`config.mk`:
```
export PLATFORM = sky130hd
export DESIGN_NAME = parity_engine
export DESIGN_NICKNAME = d
export VERILOG_FILES = /design/src/rtl/parity_engine.sv
export SDC_FILE = /design/constraint.sdc
export NUM_CORES = 1
export LEC_CHECK = 0
export CAP_MARGIN = 25
export CORE_MARGIN = 5
export CORE_UTILIZATION = 41
export CTS_BUF_LIST = sky130_fd_sc_hd__clkbuf_4 sky130_fd_sc_hd__clkbuf_8
export DETAILED_ROUTE_END_ITERATION = 16
export GPL_ROUTABILITY_DRIVEN = 0
export PLACE_DENSITY = 0.7
export SYNTH_ARGS = -nofsm -noshare
export SYNTH_HDL_FRONTEND = slang
export SYNTH_SLANG_ARGS = --single-unit
```
`constraint.sdc`:
```
create_clock -name Clk -period 1.8 [get_ports Clk]
set_input_delay 0.36 -clock Clk [delete_from_list [all_inputs] [get_ports Clk]]
set_output_delay 0.36 -clock Clk [all_outputs]
set_load 0.05 [all_outputs]
```
`src/rtl/parity_engine.sv`:
```
// parity_engine: parity generator plus serial parity checker.
// The generator is a one-deep registered stage with a valid/ready handshake.
// The checker receives DATA_W bits LSB first. When a parity mode is active it
// then receives one parity bit. It pulses Frame_Done at the end of a character,
// pulses Parity_Err on a mismatch, and keeps a saturating error count.
module parity_engine #(
  parameter int DATA_W    = 8,
  parameter int ERR_CNT_W = 8
) (
  input  logic                 Clk,
  input  logic                 Rst,
  input  logic [2:0]           Mode,
  input  logic                 Gen_Valid,
  output logic                 Gen_Ready,
  input  logic [DATA_W-1:0]    Data_In,
  output logic                 Gen_Out_Valid,
  input  logic                 Gen_Out_Ready,
  output logic                 Parity_Bit,
  input  logic                 Chk_Start,
  input  logic                 Chk_Bit_Valid,
  input  logic                 Chk_Bit,
  output logic                 Chk_Busy,
  output logic                 Frame_Done,
  output logic                 Parity_Err,
  input  logic                 Err_Clr,
  output logic [ERR_CNT_W-1:0] Err_Count
);

  localparam int                   CNT_W    = $clog2(DATA_W + 1);
  localparam logic [CNT_W-1:0]     LAST_BIT = CNT_W'(DATA_W - 1);
  localparam logic [CNT_W-1:0]     CNT_ONE  = CNT_W'(1);
  localparam logic [ERR_CNT_W-1:0] ERR_MAX  = {ERR_CNT_W{1'b1}};
  localparam logic [ERR_CNT_W-1:0] ERR_ONE  = ERR_CNT_W'(1);

  typedef enum logic [1:0] {
    ST_IDLE   = 2'd0,
    ST_DATA   = 2'd1,
    ST_PARITY = 2'd2
  } chk_state_e;

  // Parity bit for a mode, given the XOR reduction of the data bits.
  function automatic logic parity_fn(input logic [2:0] mode, input logic xor_v);
    logic res;
    case (mode)
      3'b001:  res = xor_v;
      3'b010:  res = ~xor_v;
      3'b011:  res = 1'b1;
      3'b100:  res = 1'b0;
      default: res = 1'b0;
    endcase
    return res;
  endfunction

  // True when the mode sends a parity bit. None and reserved codes send no parity bit.
  function automatic logic mode_has_parity(input logic [2:0] mode);
    logic res;
    case (mode)
      3'b001, 3'b010, 3'b011, 3'b100: res = 1'b1;
      default:                        res = 1'b0;
    endcase
    return res;
  endfunction

  // ---------------- generator ----------------
  logic gen_out_valid_r;
  logic parity_bit_r;
  logic gen_ready_s;

  assign gen_ready_s   = !gen_out_valid_r || Gen_Out_Ready;
  assign Gen_Ready     = gen_ready_s;
  assign Gen_Out_Valid = gen_out_valid_r;
  assign Parity_Bit    = parity_bit_r;

  // Output stage of the generator. On accept it captures the result. While the
  // consumer stalls it holds the result. When the result is consumed and no new
  // word is accepted, it drains.
  always_ff @(posedge Clk) begin
    if (Rst) begin
      gen_out_valid_r <= 1'b0;
      parity_bit_r    <= 1'b0;
    end else if (Gen_Valid && gen_ready_s) begin
      gen_out_valid_r <= 1'b1;
      parity_bit_r    <= parity_fn(Mode, ^Data_In);
    end else if (Gen_Out_Ready) begin
      gen_out_valid_r <= 1'b0;
    end
  end

  // ---------------- checker ----------------
  chk_state_e       state_r;
  chk_state_e       state_nxt_s;
  logic [CNT_W-1:0] bit_cnt_r;
  logic             acc_r;
  logic [2:0]       mode_r;
  logic             last_bit_s;
  logic             frame_done_s;
  logic             parity_err_s;
  logic             chk_busy_s;
  logic             frame_done_r;
  logic             parity_err_r;
  logic             chk_busy_r;
  logic [ERR_CNT_W-1:0] err_count_r;

  assign last_bit_s = (bit_cnt_r == LAST_BIT);

  // Checker state register.
  always_ff @(posedge Clk) begin
    if (Rst) begin
      state_r <= ST_IDLE;
    end else begin
      state_r <= state_nxt_s;
    end
  end

  // Checker next state. Chk_Start restarts from any state and wins over a bit
  // that arrives in the same cycle.
  always_comb begin
    state_nxt_s = state_r;
    if (Chk_Start) begin
      state_nxt_s = ST_DATA;
    end else begin
      case (state_r)
        ST_IDLE: begin
          state_nxt_s = ST_IDLE;
        end
        ST_DATA: begin
          if (Chk_Bit_Valid && last_bit_s) begin
            state_nxt_s = mode_has_parity(mode_r) ? ST_PARITY : ST_IDLE;
          end else begin
            state_nxt_s = ST_DATA;
          end
        end
        ST_PARITY: begin
          if (Chk_Bit_Valid) begin
            state_nxt_s = ST_IDLE;
          end else begin
            state_nxt_s = ST_PARITY;
          end
        end
        default: begin
          state_nxt_s = ST_IDLE;
        end
      endcase
    end
  end

  // Checker outputs for the next cycle. These are the end-of-character pulse,
  // the mismatch pulse and the busy flag.
  always_comb begin
    frame_done_s = 1'b0;
    parity_err_s = 1'b0;
    chk_busy_s   = (state_nxt_s != ST_IDLE);
    if (!Chk_Start && Chk_Bit_Valid) begin
      case (state_r)
        ST_DATA: begin
          frame_done_s = last_bit_s && !mode_has_parity(mode_r);
        end
        ST_PARITY: begin
          frame_done_s = 1'b1;
          parity_err_s = (Chk_Bit != parity_fn(mode_r, acc_r));
        end
        default: begin
          frame_done_s = 1'b0;
        end
      endcase
    end else begin
      frame_done_s = 1'b0;
    end
  end

  // Checker datapath. Start clears the counter and accumulator and latches the
  // mode for the character. Each data bit is folded into the accumulator.
  always_ff @(posedge Clk) begin
    if (Rst) begin
      bit_cnt_r <= {CNT_W{1'b0}};
      acc_r     <= 1'b0;
      mode_r    <= 3'b000;
    end else if (Chk_Start) begin
      bit_cnt_r <= {CNT_W{1'b0}};
      acc_r     <= 1'b0;
      mode_r    <= Mode;
    end else if (state_r == ST_DATA && Chk_Bit_Valid) begin
      bit_cnt_r <= bit_cnt_r + CNT_ONE;
      acc_r     <= acc_r ^ Chk_Bit;
    end
  end

  // Registered checker outputs. The error counter counts in the same cycle the
  // mismatch is detected, so a clear in that cycle leaves exactly one error.
  always_ff @(posedge Clk) begin
    if (Rst) begin
      frame_done_r <= 1'b0;
      parity_err_r <= 1'b0;
      chk_busy_r   <= 1'b0;
      err_count_r  <= {ERR_CNT_W{1'b0}};
    end else begin
      frame_done_r <= frame_done_s;
      parity_err_r <= parity_err_s;
      chk_busy_r   <= chk_busy_s;
      if (Err_Clr) begin
        err_count_r <= parity_err_s ? ERR_ONE : {ERR_CNT_W{1'b0}};
      end else if (parity_err_s && err_count_r != ERR_MAX) begin
        err_count_r <= err_count_r + ERR_ONE;
      end
    end
  end

  assign Frame_Done = frame_done_r;
  assign Parity_Err = parity_err_r;
  assign Chk_Busy   = chk_busy_r;
  assign Err_Count  = err_count_r;

endmodule
```
==> run_results.csv, run 1 <==
group,metric,value,unit
timing,period_share,93.7,%
power,totalPowerFinal,951,uW
synth,ys_seq_elements,23,
placed_design,portBuffers,32,
global_routing,grt_pass1_wl,4370,um
routing,vias,1053,
finish,num_antenna_cells,0,
finish,fin_cells,200,
routing,highest_layer,"met4",
finish,final_common_cell,"dfxtp_1",
global_routing,antenna_found_initial,0,
finish,drive_gt1_share,19.5,%
job,cap_violations,0,
power,switching_share,24.9,%
finish,fillers,258,
placed_design,place_ws,-0.190,ns
synth,synthCells,133,
clock_tree,htreeDepth,1,
finish,seq_area,463,um2
timing,rsz0062_at_grt,"no",
global_routing,grt_max_degree,13,
timing,finalSetupViolCount,0,
worst_setup_path,r2r_slack,0.11,ns
clock_tree,clkSinkCount,23,
synth,ys.flop_type,"dfxtp_1",
power,pwr-share-comb,18.1,%
power,power.share.sequential,55.6,%
synth,synth_edf_count,0,
timing,relSlewSlack,60.5,%
placed_design,placed_cells,196,
die,start_util,42.4,%
hold_path,min-delay-start,"Parity_Bit",
worst_setup_path,critPathLaunch,"acc_r",
clock_tree,clkLatencyLatePin,0.30,ns
die,core,2730,um2
clock_tree,clk_pin_slew,0.12,ns
worst_setup_path,r2r-start,"acc_r",
finish,multiInputGateArea,648,um2
die,fp.dieH,63.2,um
power,p_clk_share,26.3,%
clock_tree,cts_root_buffer,"clkbuf_4",
power,p_int,714,uW
routing,wl_met1,1160,um
placed_design,place_area,1510,um2
global_routing,grt_pass1_vias,1062,
timing,finalHoldViolCount,0,
routing,dr.pass1.iters,4,
routing,post_drt_wl_per_cell,12.8,um
finish,layout_common_cells,"dfxtp_1, buf_4, clkdlybuf4s50_1, nor2_1, a21oi_1",
run_status,status,"complete, no violations",
timing,fin_setup_tns,0,ns
placed_design,dpl.hpwl,2090,um
routing,drt_iter0_markers,20,
power,p_switching,236,uW
finish,syn2layout_area_growth,33.2,%
global_routing,track_usage,13.2,%
routing,dr_wl_met3,128,um
timing,skew,0.00277,ns
routing,remaining_drc_errors,0,
synth,avgSynthCellArea,8.72,um2
global_routing,grt-ovfl-total,0,
power,power.density,615,nW/um2
routing,wl_met2,1250,um
timing,report.final.slew_viol_count,0,
die,rows,19,
die,ios,33,
clock_tree,clockBufferDepth,2,
die,die_w,63.2,um
timing,fmax,0.593,GHz
finish,final_area,1550,um2
clock_tree,tritoncts,"done",
synth,synth.net_count,156,
worst_setup_path,cp_data_required_time,2.04,ns
power,ir_worst_vdd,0.000373,V
timing,worstMarginPinSlew,0.590,ns
synth,syn_area,1160,um2
worst_setup_path,endpoint_kind,"register",
routing,ant_nets,0,
worst_setup_path,crit_fanout,9,
routing,vias_per_cell,5.27,
clock_tree,post-cts-setup-buffers,0,
worst_setup_path,crit_type,"reg -> reg",
timing,setup_slack,0.113,ns
finish,layout.nets,193,
synth,ys_async_sr_fraction,0,%
worst_setup_path,crit_arrival,1.93,ns
worst_setup_path,cp-start-kind,"register",
synth,yosys_warnings,0,
hold_path,hold_path.class,"reg -> reg",
die,dieArea,3990,um2
routing,drt-total-wl,2570,um
timing,fin_crit,1.69,ns
synth,synth.distinct_cells,33,
clock_tree,cts_buffers,3,
power,power_leakage,0.000584,uW
synth,yosysSeqAreaShare,39.7,%
power by group through the flow:
stage	logic [uW]	registers [uW]	clock network [uW]
floorplan	83.8	554	0
global placement	168	539	0
detailed placement	173	540	0
CTS	173	529	257
global route	186	531	276
finish	172	529	250
stage by stage:
stage                     hold slack [ns]  utilization, %
after floorplan                     0.454               -
after global placement              0.467            55.2
after detailed placement            0.475            55.2
after CTS                           0.496            56.3
after global routing                0.533            56.5
final                               0.494            56.5
layout make-up:
| class | instances | share of cell area, % |
|---|---|---|
| inverter | 6 | 1.46 |
| sequential | 23 | 30.0 |
| tap | 31 | 2.51 |
| multi-input combinational | 98 | 41.9 |
| timing repair buffer | 38 | 22.2 |
| clock buffer | 4 | 1.94 |
layer usage:
metal | global-route usage, % | up-vias
met2 | 23.5 | 25
met3 | 3.91 | 5
li1 | - | 541
met1 | 14.8 | 482
met4 | 4.68 | 0
met5 | 0 | -
critical path: stages, from the launching register on:
cell and delay [ns]:
dfxtp_2 0.38, mux2i_2 0.26, o21a_1 0.17, o21bai_2 0.14, or4_1 0.52, a21oi_1 0.16
Yosys cell counts, types with 4 or more instances:
cell,number,area share (%)
a21oi_1,11,4.7
dfxtp_1,23,40
ha_1,4,4.3
inv_1,6,1.9
mux2i_1,6,5.2
nand2_1,8,2.6
nand3_1,8,3.5
nor2_1,14,4.5
o21ai_0,4,1.7
or4_1,4,2.6
xnor2_1,8,6.0
timing repair:
action / CTS / global route
hold buffers: 0 / 0
resized for setup: 0 / 2
endpoints found under the setup margin: 0 / 4
hold endpoints to repair: 0 / 0
final timing paths:
check | endpoint | cells past startpoint
worst min register to register | Parity_Bit | 2
worst max register to register | Err_Count[7] | 5
worst min-delay path | Parity_Bit | 2
worst max-delay path | Err_Count[7] | 5
logic make-up after synthesis:
family | share of synthesized area (%)
buf+inv | 4.75
flops | 39.7
xor+xnor | 8.31
fa+ha+maj | 4.32
compound gates | 13.9
simple gates | 23.8
mux | 5.18
flip-flops by register name, summed over array words and instances, names as in the netlist:
signal / flops
Parity_Err: 1
Chk_Busy: 1
Frame_Done: 1
Parity_Bit: 1
acc_r: 1
mode_r: 3
state_r: 2
Gen_Out_Valid: 1
Err_Count: 8
bit_cnt_r: 4
(Power assumes the default switching activity.)
==> run 2: changes to the inputs <==
- CAP_MARGIN: 25 -> default
==> results of run 2 <==
Same layout as run 1: the final DEF is identical, and so are final timing and power.
==> run 3: changes to the inputs <==
- ABC_AREA: default -> 1
- PLACE_DENSITY: 0.7 -> 0.69
==> run 3 against run 2 <==
Net effect:
- setup slack improved by 0.16 ns
- register-to-register slack gained 0.16 ns
- highest routed layer unchanged
- area after synthesis up 13%
- critical endpoint is now Err_Count[3]
- global-route usage is 0.053 points higher
==> run_results.csv, run 3 <==
group,metric,value,unit
synth,ys.flop_type,"dfxtp_1",
synth,yosys_warnings,0,
clock_tree,ctsHoldBuffers,0,
routing,dr.pass1.iters,4,
timing,finalHoldViolCount,0,
finish,syn2layout_area_growth,30.9,%
routing,ant_nets,0,
finish,final_util,56.4,%
synth,syn_area,1320,um2
routing,drt_iter0_markers,117,
clock_tree,clkLatencyLatePin,0.31,ns
worst_setup_path,crit_fanout,8,
synth,yosysSeqAreaShare,35.0,%
placed_design,dpl.hpwl,2200,um
finish,num_antenna_cells,0,
synth,avgSynthCellArea,6.48,um2
timing,worstMarginPinSlew,0.294,ns
die,ios,33,
worst_setup_path,cpPeakStageDelay,0.41,ns
die,die_w,66.6,um
timing,whs,0.473,ns
worst_setup_path,crit_slowest_cell,"dfxtp_1",
finish,drive_gt1_share,14.9,%
synth,synth.net_count,226,
finish,layout_common_cells,"nand2_1, inv_1, dfxtp_1, nor2_1, clkdlybuf4s50_1",
global_routing,grt-ovfl-total,0,
finish,layout.nets,266,
worst_setup_path,crit_type,"reg -> reg",
die,start_util,43.1,%
timing,relSlewSlack,80.3,%
synth,synth_top_cells_by_count,"nand2_1, inv_1, dfxtp_1",
clock_tree,clk_pin_slew,0.13,ns
hold_path,hold_path.class,"reg -> reg",
clock_tree,htreeDepth,1,
power,power.density,549,nW/um2
run_status,status,"complete, no violations",
placed_design,portBuffers,32,
routing,vias,1296,
routing,drt-total-wl,2660,um
timing,finalSetupViolCount,0,
power,power_leakage,0.000829,uW
timing,fin_setup_tns,0,ns
power,totalPowerFinal,946,uW
synth,ys_async_sr_fraction,0,%
global_routing,antenna_found_initial,0,
job,cap_violations,0,
synth,synth_edf_count,0,
global_routing,grt_pass1_wl,4620,um
worst_setup_path,cp_data_required_time,2.05,ns
timing,period_share,84.6,%
worst_setup_path,timing.critical_path.mode_cell,"nand3_2",
timing,fmax,0.657,GHz
clock_tree,clockBufferDepth,2,
global_routing,grt_pass1_vias,1124,
clock_tree,post-cts-setup-buffers,0,
clock_tree,cts_root_buffer,"clkbuf_4",
timing,fin_crit,1.52,ns
die,dieArea,4440,um2
finish,multiInputGateArea,727,um2
finish,final_common_cell,"nand2_1",
synth,synthCells,203,
routing,vias_per_cell,4.53,
die,rows,20,
synth,ys_seq_elements,23,
die,fp.dieH,66.6,um
synth,synth.most_common_cell,"nand2_1",
timing,rsz0062_at_grt,"no",
routing,post_drt_wl_per_cell,9.28,um
worst_setup_path,timing.critical_path.cells,"ha_1, nand2_2, nor3_4, nand3_2, nand3_2, nand3_1, a21oi_1",
global_routing,grt_max_degree,14,
synth,synth.top_cell.area_share,35.0,%
finish,fillers,308,
timing,report.final.slew_viol_count,0,
routing,remaining_drc_errors,0,
worst_setup_path,crit_arrival,1.77,ns
synth,synth_area_leaders,"dfxtp_1, nand2_1, inv_1",
synth,yosysTopAreaCell,"dfxtp_1",
worst_setup_path,cp-start-kind,"register",
timing,skew,0.0136,ns
worst_setup_path,endpoint_kind,"register",
clock_tree,tritoncts,"done",
clock_tree,cts_buffers,3,
die,core,3050,um2
finish,largest_register_ffs,8,
finish,seq_area,460,um2
clock_tree,cts_resized,0,
clock_tree,clkSinkCount,23,
synth,synth.distinct_cells,25,
power,ir_worst_vdd,0.000378,V
global_routing,track_usage,13.2,%
## run 3: final cells by class
| class | instances | area share (%) |
|---|---|---|
| sequential | 23 | 26.7 |
| tap | 44 | 3.20 |
| inverter | 33 | 7.19 |
| multi-input combinational | 146 | 42.2 |
| clock inverter | 1 | 0.291 |
| clock buffer | 3 | 1.31 |
| timing repair buffer | 36 | 19.0 |
## run 3: path summary, 6_finish.rpt
path / start / end / slack [ns] / depth (start not counted)
worst max-delay path: Err_Count[1] / Err_Count[3] / 0.28 / 7
worst min-delay path: Parity_Bit / Parity_Bit / 0.47 / 2
worst max register to register: Err_Count[1] / Err_Count[3] / 0.28 / 7
worst min register to register: Parity_Bit / Parity_Bit / 0.47 / 2
## run 3: metal layers
metal | GRT usage, % | up-vias | share of wire (%)
li1 | - | 721 | -
met4 | 3.05 | 0 | 0.53
met2 | 21.2 | 28 | 44
met1 | 17.7 | 545 | 50
met5 | 0 | - | 0
met3 | 3.54 | 2 | 5.4
## run 3: metrics by stage
step / area (um2) / instances / worst slack [ns]
final: 1720 / 286 / 0.277
after global routing: 1720 / 286 / 0.138
after CTS: 1720 / 286 / 0.274
after detailed placement: 1690 / 282 / 0.113
after global placement: 1690 / 282 / 0.139
after floorplan: 1320 / 203 / 0.0302
## run 3: kinds of logic after synthesis
| logic type | after synthesis | share of synthesized area (%) |
|---|---|---|
| AND/OR/NAND/NOR | 111 | 38.3 |
| buffers and inverters | 34 | 9.70 |
| AO/OA/AOI/OAI | 28 | 11.1 |
| flip-flops | 23 | 35.0 |
| adder cells (fa/ha/maj) | 4 | 3.81 |
| XOR/XNOR | 3 | 2.00 |
## run 3: critical path: cells and delay by family, from the launching register on
family	cells	cell delay, ns
AND/OR/NAND/NOR	5	0.70
flip-flops	1	0.41
adder cells (fa/ha/maj)	1	0.20
AO/OA/AOI/OAI	1	0.15
## run 3: where the power goes
group / total (uW) / switching, uW / internal, uW
Clock: 235 / 152 / 82.9
Sequential: 529 / 7.65 / 521
Combinational: 182 / 99.5 / 82.5
